==> src/rtl/contador.sv <==
// 4-bit up/down counter with count enable and parallel load from {a,b,c,d}.
// Build option CONTADOR_SAT_EN: saturate at 4'hF / 4'h0 instead of wrapping modulo 16.
module contador #(
    parameter logic [3:0] RESET_VALUE = 4'h0
) (
    input  logic       clk,
    input  logic       reset,
    input  logic       enable,
    input  logic       updown,
    input  logic       a,
    input  logic       b,
    input  logic       c,
    input  logic       d,
    input  logic       load,
    output logic [3:0] cont
);

    localparam int unsigned W = 4;
    localparam logic [W-1:0] CNT_MAX = {W{1'b1}};
    localparam logic [W-1:0] CNT_MIN = {W{1'b0}};
    localparam logic [W-1:0] ONE     = W'(1);

    logic [W-1:0] load_data;
    logic [W-1:0] cont_up;
    logic [W-1:0] cont_dn;
    logic [W-1:0] cont_next;

    assign load_data = {a, b, c, d};

    // Single-step neighbours; the limit behaviour is the only build-dependent part.
`ifdef CONTADOR_SAT_EN
    assign cont_up = (cont == CNT_MAX) ? CNT_MAX : cont + ONE;
    assign cont_dn = (cont == CNT_MIN) ? CNT_MIN : cont - ONE;
`else
    assign cont_up = cont + ONE;
    assign cont_dn = cont - ONE;
`endif

    // Load beats counting; with neither active the value holds.
    always_comb begin
        cont_next = cont;
        if (load) begin
            cont_next = load_data;
        end else if (enable) begin
            cont_next = updown ? cont_up : cont_dn;
        end
    end

    always_ff @(posedge clk or negedge reset) begin
        if (!reset) begin
            cont <= RESET_VALUE;
        end else begin
            cont <= cont_next;
        end
    end

endmodule

==> config.mk <==
export PLATFORM = sky130hd
export DESIGN_NAME = contador
export DESIGN_NICKNAME = d
export VERILOG_FILES = /design/src/rtl/contador.sv
export SDC_FILE = /design/constraint.sdc
export NUM_CORES = 1
export LEC_CHECK = 0
export CORE_AREA = 2 2 39 41
export CTS_CLUSTER_DIAMETER = 60
export CTS_CLUSTER_SIZE = 8
export DETAILED_ROUTE_END_ITERATION = 10
export DIE_AREA = 0 0 41 43
export PLACE_DENSITY_LB_ADDON = 0.25
export RECOVER_POWER = 50
export SYNTH_ARGS = -nofsm -noshare
export SYNTH_HDL_FRONTEND = slang
export SYNTH_SLANG_ARGS = --single-unit
==> constraint.sdc <==
create_clock -name clk -period 2.5 [get_ports clk]
set_input_delay 0.5 -clock clk [delete_from_list [all_inputs] [get_ports clk]]
set_output_delay 0.5 -clock clk [all_outputs]
set_load 0.03 [all_outputs]
---- Word level (Yosys, flattened, before mapping) ----
Index checks and enable logic that the tools add are counted.
Widths: inputs -> output; s select.
storage, ports and cells
  bits in registers ....................... 4
  latch bits .............................. 0
  RAM bits ................................ 0
  bits in read-only memories .............. 0
  input port bits ......................... 9
  output and inout bits ................... 4
  logic and storage cells ................. 7
  memories kept ........................... 0
operators by class
  add/sub/neg operators ................... 2
  multipliers ............................. 0
  divide/modulo/power cells ............... 0
  $lt $le $gt $ge ......................... 0
  eq/ne operators ......................... 0
  shift operators ......................... 0
  mux-type cells .......................... 3
  bitwise gates (word level) .............. 0
  reductions and logical operators ........ 1
operators by type and width
  cell                 number
  $mux 4               3
  $add 4x1->4 const B  1
  $sub 4x1->4 const B  1
  $reduce_bool 2->1    1

---- Longest topological paths before layout ----
Gate-level depths: netlist (run 1).
  word-level depth ........................ 4
  gate-level depth with buffers ........... 5
  gate-level depth less buffers ........... 5

---- Worst setup path after synthesis (run 1) ----
No wires, ideal clock.
  kind .................................... input port to flip-flop
  from .................................... in updown
  to ...................................... reg cont[3]
  library setup time ...................... 0.069 ns
  arrival time ............................ 1.406 ns
  required time ........................... 2.431 ns
  path slack .............................. 1.025 ns
  stages .................................. 5
  buffers on the path ..................... 0
  cell sequence ........................... inv_1 -> ha_1 -> a21o_1 -> a221o_1 -> nand3_1
on the way
  longest elaborated chain between the ends .. 3
ends and longest elaborated chain
  element                 RTL line  text
  start: declaration      9         input logic updown,
  $mux 4                  45        cont_next = updown ? cont_up : cont_dn;
  $mux 4                  44        end else if (enable) begin
  $mux 4                  42        if (load) begin
  end signal: assignment  53        cont <= cont_next;
  end: declaration        15        output logic [3:0] cont
No other way between the ends. The select of a mux whose other input is x is not followed.
A chain may end at the register's enable or synchronous reset.

---- Worst setup path in the final report (run 1) ----
Same ends and word-level chain as after synthesis.

==> results of run 1 <==
==> kinds of logic (layout without fill, tap and decap cells) <==
group | after synthesis | after routing
multiplexers | 2 | 2
flip-flops | 4 | 4
XOR/XNOR | 2 | 2
AO/OA/AOI/OAI | 8 | 8
adder cells (fa/ha/maj) | 3 | 3
AND/OR/NAND/NOR | 10 | 10
buffers and inverters | 3 | 18
==> worst max-delay path: cells and delay by family <==
family | cells | cell delay [ns]
buffers and inverters | 2 | 0.65
adders and majority gates | 1 | 0.32
AOI/OAI and AO/OA | 2 | 0.50
and+or+nand+nor | 1 | 0.09
==> power by group through the flow <==
| stage | Combinational (µW) | Clock [µW] | Sequential, µW |
|---|---|---|---|
| after CTS | 115 | 81.6 | 89.6 |
| after global routing | 123 | 81.9 | 91.2 |
| after floorplan | 47.9 | 0 | 109 |
| after global placement | 115 | 0 | 90.4 |
| after detailed placement | 114 | 0 | 90.3 |
| final | 112 | 76.9 | 88.7 |
==> cell type report <==
| class | count | area, µm² | area share [%] |
|---|---|---|---|
| multi-input combinational | 25 | 196 | 41.4 |
| timing repair buffer | 14 | 131 | 27.7 |
| sequential | 4 | 100 | 21.1 |
| clock buffer | 3 | 22.5 | 4.75 |
| tap | 16 | 20.0 | 4.22 |
| inverter | 1 | 3.75 | 0.792 |
==> worst min-delay path by stage <==
| stage | from | to | cells past startpoint |
|---|---|---|---|
| finish | reset | cont[3] | 1 |
| global route | reset | cont[0] | 1 |
| CTS | reset | cont[0] | 1 |
| detailed placement | cont[2] | cont[2] | 2 |
| global placement | cont[3] | cont[3] | 2 |
| floorplan | reset | cont[0] | 0 |
==> cell usage in the layout (no fill, tap or decap), types with 2 or more instances in the layout <==
cell type | Yosys | final
sky130_fd_sc_hd__nand3_1 | 2 | 2
sky130_fd_sc_hd__dfrtp_1 | 4 | 4
sky130_fd_sc_hd__nand2_1 | 3 | 3
sky130_fd_sc_hd__clkbuf_4 | 0 | 3
sky130_fd_sc_hd__clkdlybuf4s50_1 | 0 | 10
sky130_fd_sc_hd__dlygate4sd3_1 | 0 | 2
sky130_fd_sc_hd__o21ai_0 | 3 | 3
sky130_fd_sc_hd__ha_1 | 2 | 2
sky130_fd_sc_hd__mux2i_1 | 2 | 2
==> per-stage QoR <==
| step | std cells | setup WS, ns |
|---|---|---|
| 5_1_grt | 63 | 0.539 |
| 3_3_place_gp | 60 | 0.409 |
| 4_1_cts | 63 | 0.601 |
| 6_report | 63 | 0.605 |
| 3_5_place_dp | 60 | 0.378 |
| 2_1_floorplan | 32 | 1.02 |
==> routing by layer <==
metal / vias up / global-route usage [%] / routed length (µm)
li1: 147 / - / -
met1: 136 / 10.8 / 273
met2: 7 / 12.5 / 320
met3: 0 / 1.57 / 34
met4: 0 / 6.00 / 0
met5: - / 0 / 0
==> metrics.sh, run 1 <==
HOLDCRITPATHCLASS='input port to asynchronous set/reset pin'
FIRSTDRTPASSITERS=2
CLOCK_EDGE_TRANSITION_AT_THE_REGISTERS_ON_THE_REPORTED_SETUP_AND_HOLD_PATHS_NS=0.04
CRITICAL_PATH_ARRIVAL_NS=2.06
CTS-RESIZED-GATES=0
POWER_FRAC_SEQ_PCT=31.9
DIE-AREA_UM2=1760
SYNTH_ASYNC_SR_FLOP_SHARE_PCT=100
DESIGN.PORTCOUNT=13
TOP_REGS='cont: 4 flops'
WL_PER_CELL_UM=9.97
NUMBER_OF_ENABLE_TYPE_REGISTER_CELLS_IN_THE_SYNTHESIZED_NETLIST=0
CHIPWIDTH_UM=41
SYNTHESIZED_AREA_UM2=312
SMALLEST_HOLD_SLACK_NS=0.538
CTS_HOLD_REPAIR.BUFFERS=0
IR_WORST_VDD_V=0.000270
SETUP_CP_TYPE='input port to register'
CTS_TREE='done'
GRT_PASS1_VIAS=270
WORSTSETUPSTARTPOINT='updown'
SYNTH.NET_COUNT=44
RSZ_0062_RAISED_AFTER_GLOBAL_ROUTING='false'
TIMING.CRITICAL_PATH.SLOWEST_CELL_DELAY_NS=0.54
PORT-BUFFER-COUNT=12
POST_DRT_VIA_CELL_RATIO=4.60
MAXSLEWHEADROOM_PCT=79.4
ROWS=14
HOLD_VIOLATIONS=0
ACHIEVABLE-FREQUENCY_GHz=0.528
ROUTED_WIRELENGTH_UM=628
TIMING.SETUP.TNS_NS=0
CHIPHEIGHT_UM=43
SYNTHXORXNORAREAFRAC_PCT=5.62
CTS_HTREE_LEVELS=1
SYNTH_TOP_CELLS_BY_COUNT='sky130_fd_sc_hd__dfrtp_1, sky130_fd_sc_hd__nand2_1, sky130_fd_sc_hd__o21ai_0'
GRT_ANTENNA_BEFORE_REPAIR=0
PIN_COUNT_OF_THE_BIGGEST_NET_ENTERING_GLOBAL_ROUTING=12
SETUP_BUFS_POST_CTS=0
FIN_SKEW_NS=0.00289
SYNTH_COMPOUND_GATE_AREA_SHARE_PCT=17.3
CRITICAL_PATH.ENDPOINT_TYPE='register'
DIODES=0
POSTROUTEANTENNANETS=0
PWR-SHARE-CLK_PCT=27.7
SWITCHING_POWER_uW=92.5
POST_DP_CELL_AREA_UM2=455
SYN_AREA_PER_CELL_UM2=9.74
REPORT.FINAL.SETUP_VIOL=0
STATIC-LEAKAGE-POWER_uW=0.000204
GP_CONGESTION=0.742
ENDPOINT='cont[3]'
CRITICAL_PATH.REG2REG.STARTPOINT='cont[1]'
POST-LAYOUT-TOTAL-POWER_uW=278
INTERNAL_POWER_uW=185
SYNTH.FF_LATCH_COUNT=4
CRITICAL_PATH.REG2REG.ENDPOINT='cont[3]'
YOSYS.CELL_TYPES.COUNT=22
WORSTSKEWPAIRLATENCY_NS=0.23
CLK_ROOT_BUFFER_CELL='sky130_fd_sc_hd__clkbuf_4'
SYNTH.AREA.MUX_SHARE_PCT=6.43
FRACTION_OF_POWER_SPENT_SWITCHING_NETS_PCT=33.3
GLOBALROUTETOTALUTIL_PCT=8.59
DRT_ITER0_DRC=3
COMBINATIONALPOWERSHARE_PCT=40.4
DRC=0
LAYOUT.NETS=61
FILLER_CELL_COUNT=152
YOSYSSEQAREASHARE_PCT=32.1
WORSTPATHREQUIRED_NS=2.66
WORST_SLEW_PIN_SLEW_NS=0.308
MIN_PERIOD_OVER_PERIOD_PCT=75.8
SYNTH_TOP_CELLS_BY_AREA='sky130_fd_sc_hd__dfrtp_1, sky130_fd_sc_hd__ha_1, sky130_fd_sc_hd__fa_1'
CP_CELL_INSTANCES='clkdlybuf4s50_1 > inv_1 > ha_1 > a21o_1 > a221o_1 > nand3_1'
AREA_GROWTH_SYN_TO_LAYOUT_PCT=52.2
SYNTHESIS.YOSYS.WARNINGS=0
NUMBER_OF_BUFFERS_CREATED_BY_CTS=3
TIMING.REG2REG.WORST_PATH_DEPTH=4
SYNTH_TOP_FAMILY_BY_AREA='simple AND/OR/NAND/NOR gates'
OUTCOME='finished clean'
FINALINSTANCEAREA_UM2=474
SYNTH_AREA_LEADER_CELL='sky130_fd_sc_hd__dfrtp_1'
SYNTH_ADDER_AREA_SHARE_PCT=14.5
SYNTH_SIMPLE_GATE_AREA_SHARE_PCT=19.3
SETUP.WORST_PATH.START_CLASS='input port'
DR_TOTAL_VIAS=290
GRT_PASS1_WL_MM=1.01
POST_ROUTE_CELLS_DRIVE_ABOVE_1_SHARE_PCT=8.51
SYNTH_TOP_CELL_AREA_SHARE_PCT=32.1
SYNTHFLOPTYPE='sky130_fd_sc_hd__dfrtp_1'
DESIGN.CORE.AREA_UM2=1380
R2R_SETUP_SLACK_NS=1.13
FLOORPLAN.INITIALDENSITY_PCT=22.5
CLOCK_PATH_BUFFERS=2
MIN_PERIOD_NS=1.90
CAP_VIOL_MAX_COUNT=0
LARGEST_REG_FLOPS=4
POST-SYNTH-TOP-COUNT-CELL='sky130_fd_sc_hd__dfrtp_1'
POWER_DENSITY_nW_PER_UM2=586
FINALCOREUTILIZATION_PCT=34.3
OVERFLOW=0
TIMING_MAX_TRANSITION_VIOLATIONS_FINAL=0
CLOCK_SINKS=4
REGISTERS.TOP_BY_FF_COUNT='cont'
NETLIST_INSTANCES=32
CRIT_PATH_MAX_FO=5
POST-DP-HPWL_UM=521
CPMAXSTAGEDELAYCELL='sky130_fd_sc_hd__clkdlybuf4s50_1'
Power figures use the tool's default switching activity.
==> run 2: changes to the inputs <==
- clock period: 2.5 -> 2 ns (I/O delays scaled with it)
==> metrics.sh, run 2 (synthesized netlist as in run 1, its figures left out) <==
MAXSLEWHEADROOM_PCT=79.5
DIE-AREA_UM2=1760
DRT_ITER0_DRC=1
MOST-COMMON-LAYOUT-CELLS='sky130_fd_sc_hd__clkdlybuf4s50_1, sky130_fd_sc_hd__dfrtp_1, sky130_fd_sc_hd__nand2_1, sky130_fd_sc_hd__o21ai_0, sky130_fd_sc_hd__clkbuf_4'
LAYOUT.NETS=62
POWER_FRAC_SEQ_PCT=31.7
DIODES=0
POSTROUTEANTENNANETS=0
FINALINSTANCEAREA_UM2=482
POST_DP_CELL_AREA_UM2=463
POST-DP-HPWL_UM=547
PIN_COUNT_OF_THE_BIGGEST_NET_ENTERING_GLOBAL_ROUTING=12
WORST_SLEW_PIN_SLEW_NS=0.306
PWR-SHARE-CLK_PCT=28.1
DP.CELLS=61
CLOCK_SINKS=4
REGISTERS.TOP_BY_FF_COUNT='cont'
CRITICAL_PATH.REG2REG.STARTPOINT='cont[3]'
LARGEST_REG_FLOPS=4
INTERNAL_POWER_uW=233
FIRSTDRTPASSITERS=2
CHIPWIDTH_UM=41
CTS_TREE='done'
HOLDCRITPATHCLASS='input port to asynchronous set/reset pin'
GP_CONGESTION=0.687
DESIGN.CORE.AREA_UM2=1380
SETUP_BUFS_POST_CTS=0
SETUP_CP_TYPE='input port to register'
LAYOUT.AREA.SEQ_UM2=100
ROWS=14
ENDPOINT='cont[3]'
FLOORPLAN.INITIALDENSITY_PCT=22.5
FILLER_CELL_COUNT=148
GRT_ANTENNA_BEFORE_REPAIR=0
LAYOUTNONFILLERINSTCOUNT=64
OUTCOME='finished clean'
POST_DRT_VIA_CELL_RATIO=4.52
WORSTPATHREQUIRED_NS=2.17
CLOCK_PATH_BUFFERS=2
TOP_REGS='cont: 4 flops'
CRITICAL_PATH.ENDPOINT_TYPE='register'
PORT-BUFFER-COUNT=12
MIN_PERIOD_OVER_PERIOD_PCT=90.3
ROUTED_WIRELENGTH_UM=666
R2R_SETUP_SLACK_NS=0.64
LAYOUT.CELLS.MOST_COMMON='sky130_fd_sc_hd__clkdlybuf4s50_1'
CRITICAL_PATH_ARRIVAL_NS=1.98
MIN_PERIOD_NS=1.81
ACHIEVABLE-FREQUENCY_GHz=0.554
CHIPHEIGHT_UM=43
REPORT.FINAL.SETUP_VIOL=0
TIMING_MAX_TRANSITION_VIOLATIONS_FINAL=0
CRITICAL_PATH.REG2REG.ENDPOINT='cont[3]'
FRACTION_OF_POWER_SPENT_SWITCHING_NETS_PCT=33.7
TIMING.REG2REG.WORST_PATH_DEPTH=3
CTS_HOLD_REPAIR.BUFFERS=0
GLOBALROUTETOTALUTIL_PCT=11.0
DRC=0
POWER_DENSITY_nW_PER_UM2=730
FIN_SKEW_NS=0.00810
NUMBER_OF_BUFFERS_CREATED_BY_CTS=3
WL_PER_CELL_UM=10.4
CLOCK_EDGE_TRANSITION_AT_THE_REGISTERS_ON_THE_REPORTED_SETUP_AND_HOLD_PATHS_NS=0.04
CAP_VIOL_MAX_COUNT=0
CTS-RESIZED-GATES=0
MULTI_INPUT_AREA_UM2=196
SWITCHING_POWER_uW=118
AREA_GROWTH_SYN_TO_LAYOUT_PCT=54.6
CRIT_PATH_MAX_FO=3
TIMING.SETUP.TNS_NS=0
WORSTSETUPSTARTPOINT='updown'
GRT_PASS1_VIAS=295
POST_ROUTE_CELLS_DRIVE_ABOVE_1_SHARE_PCT=10.4
RSZ_0062_RAISED_AFTER_GLOBAL_ROUTING='false'
DESIGN.PORTCOUNT=13
DR_TOTAL_VIAS=289
IR_WORST_VDD_V=0.000368
HOLD_VIOLATIONS=0
CLK_ROOT_BUFFER_CELL='sky130_fd_sc_hd__clkbuf_4'
CTS_HTREE_LEVELS=1
POST-LAYOUT-TOTAL-POWER_uW=352
STATIC-LEAKAGE-POWER_uW=0.000208
COMBINATIONALPOWERSHARE_PCT=40.2
GRT_PASS1_WL_MM=1.26
SETUP.WORST_PATH.START_CLASS='input port'
OVERFLOW=0
WORSTSKEWPAIRLATENCY_NS=0.24
==> run 2: cell count changes in the layout (fill, tap and decap cells not counted), sizes merged <==
cell  before  now
buf        1    2
==> run 2: per-layer routing <==
layer / track usage, % / vias up / routed length [µm]
met3: 3.14 / 2 / 40
met4: 8.00 / 0 / 8
met2: 14.7 / 9 / 310
met5: 0 / - / 0
met1: 14.4 / 126 / 308
li1: - / 152 / -
==> run 2: cell type report <==
type	count	area share, %
flip-flops and latches	4	20.8
multi-input cells	25	40.8
clock buffers	3	4.68
well taps	16	4.16
inverters	1	0.779
repair buffers	15	28.8
==> run 2: worst min path at each step <==
stage	start	end	slack (ns)	depth (start not counted)
after detailed placement	cont[3]	cont[3]	0.61	2
after global routing	reset	cont[0]	0.44	1
after global placement	cont[3]	cont[3]	0.61	2
after floorplan	reset	cont[0]	0.10	0
after CTS	reset	cont[0]	0.36	1
final	reset	cont[0]	0.43	1
==> run 2: stage by stage <==
step / setup WS [ns] / hold WS (ns) / utilization [%]
2_1_floorplan: 0.544 / 0.104 / -
3_3_place_gp: 0.0496 / 0.610 / 33.5
3_5_place_dp: 0.0224 / 0.607 / 33.5
4_1_cts: 0.187 / 0.359 / 35.1
5_1_grt: 0.123 / 0.445 / 34.8
6_report: 0.194 / 0.432 / 34.8
==> run 2: critical path, stage by stage <==
cell and delay [ns]:
sky130_fd_sc_hd__dlygate4sd3_1 0.57, sky130_fd_sc_hd__inv_1 0.10, sky130_fd_sc_hd__ha_1 0.32, sky130_fd_sc_hd__a21o_1 0.16
sky130_fd_sc_hd__a221o_1 0.34, sky130_fd_sc_hd__nand3_1 0.08
==> run 2: power by group through the flow <==
| stage | Combinational [µW] | Sequential, µW | Clock [µW] |
|---|---|---|---|
| 2_1_floorplan | 59.8 | 136 | 0 |
| 3_3_place_gp | 143 | 113 | 0 |
| 3_5_place_dp | 144 | 113 | 0 |
| 4_1_cts | 144 | 112 | 105 |
| 5_1_grt | 157 | 114 | 115 |
| 6_report | 141 | 111 | 98.7 |
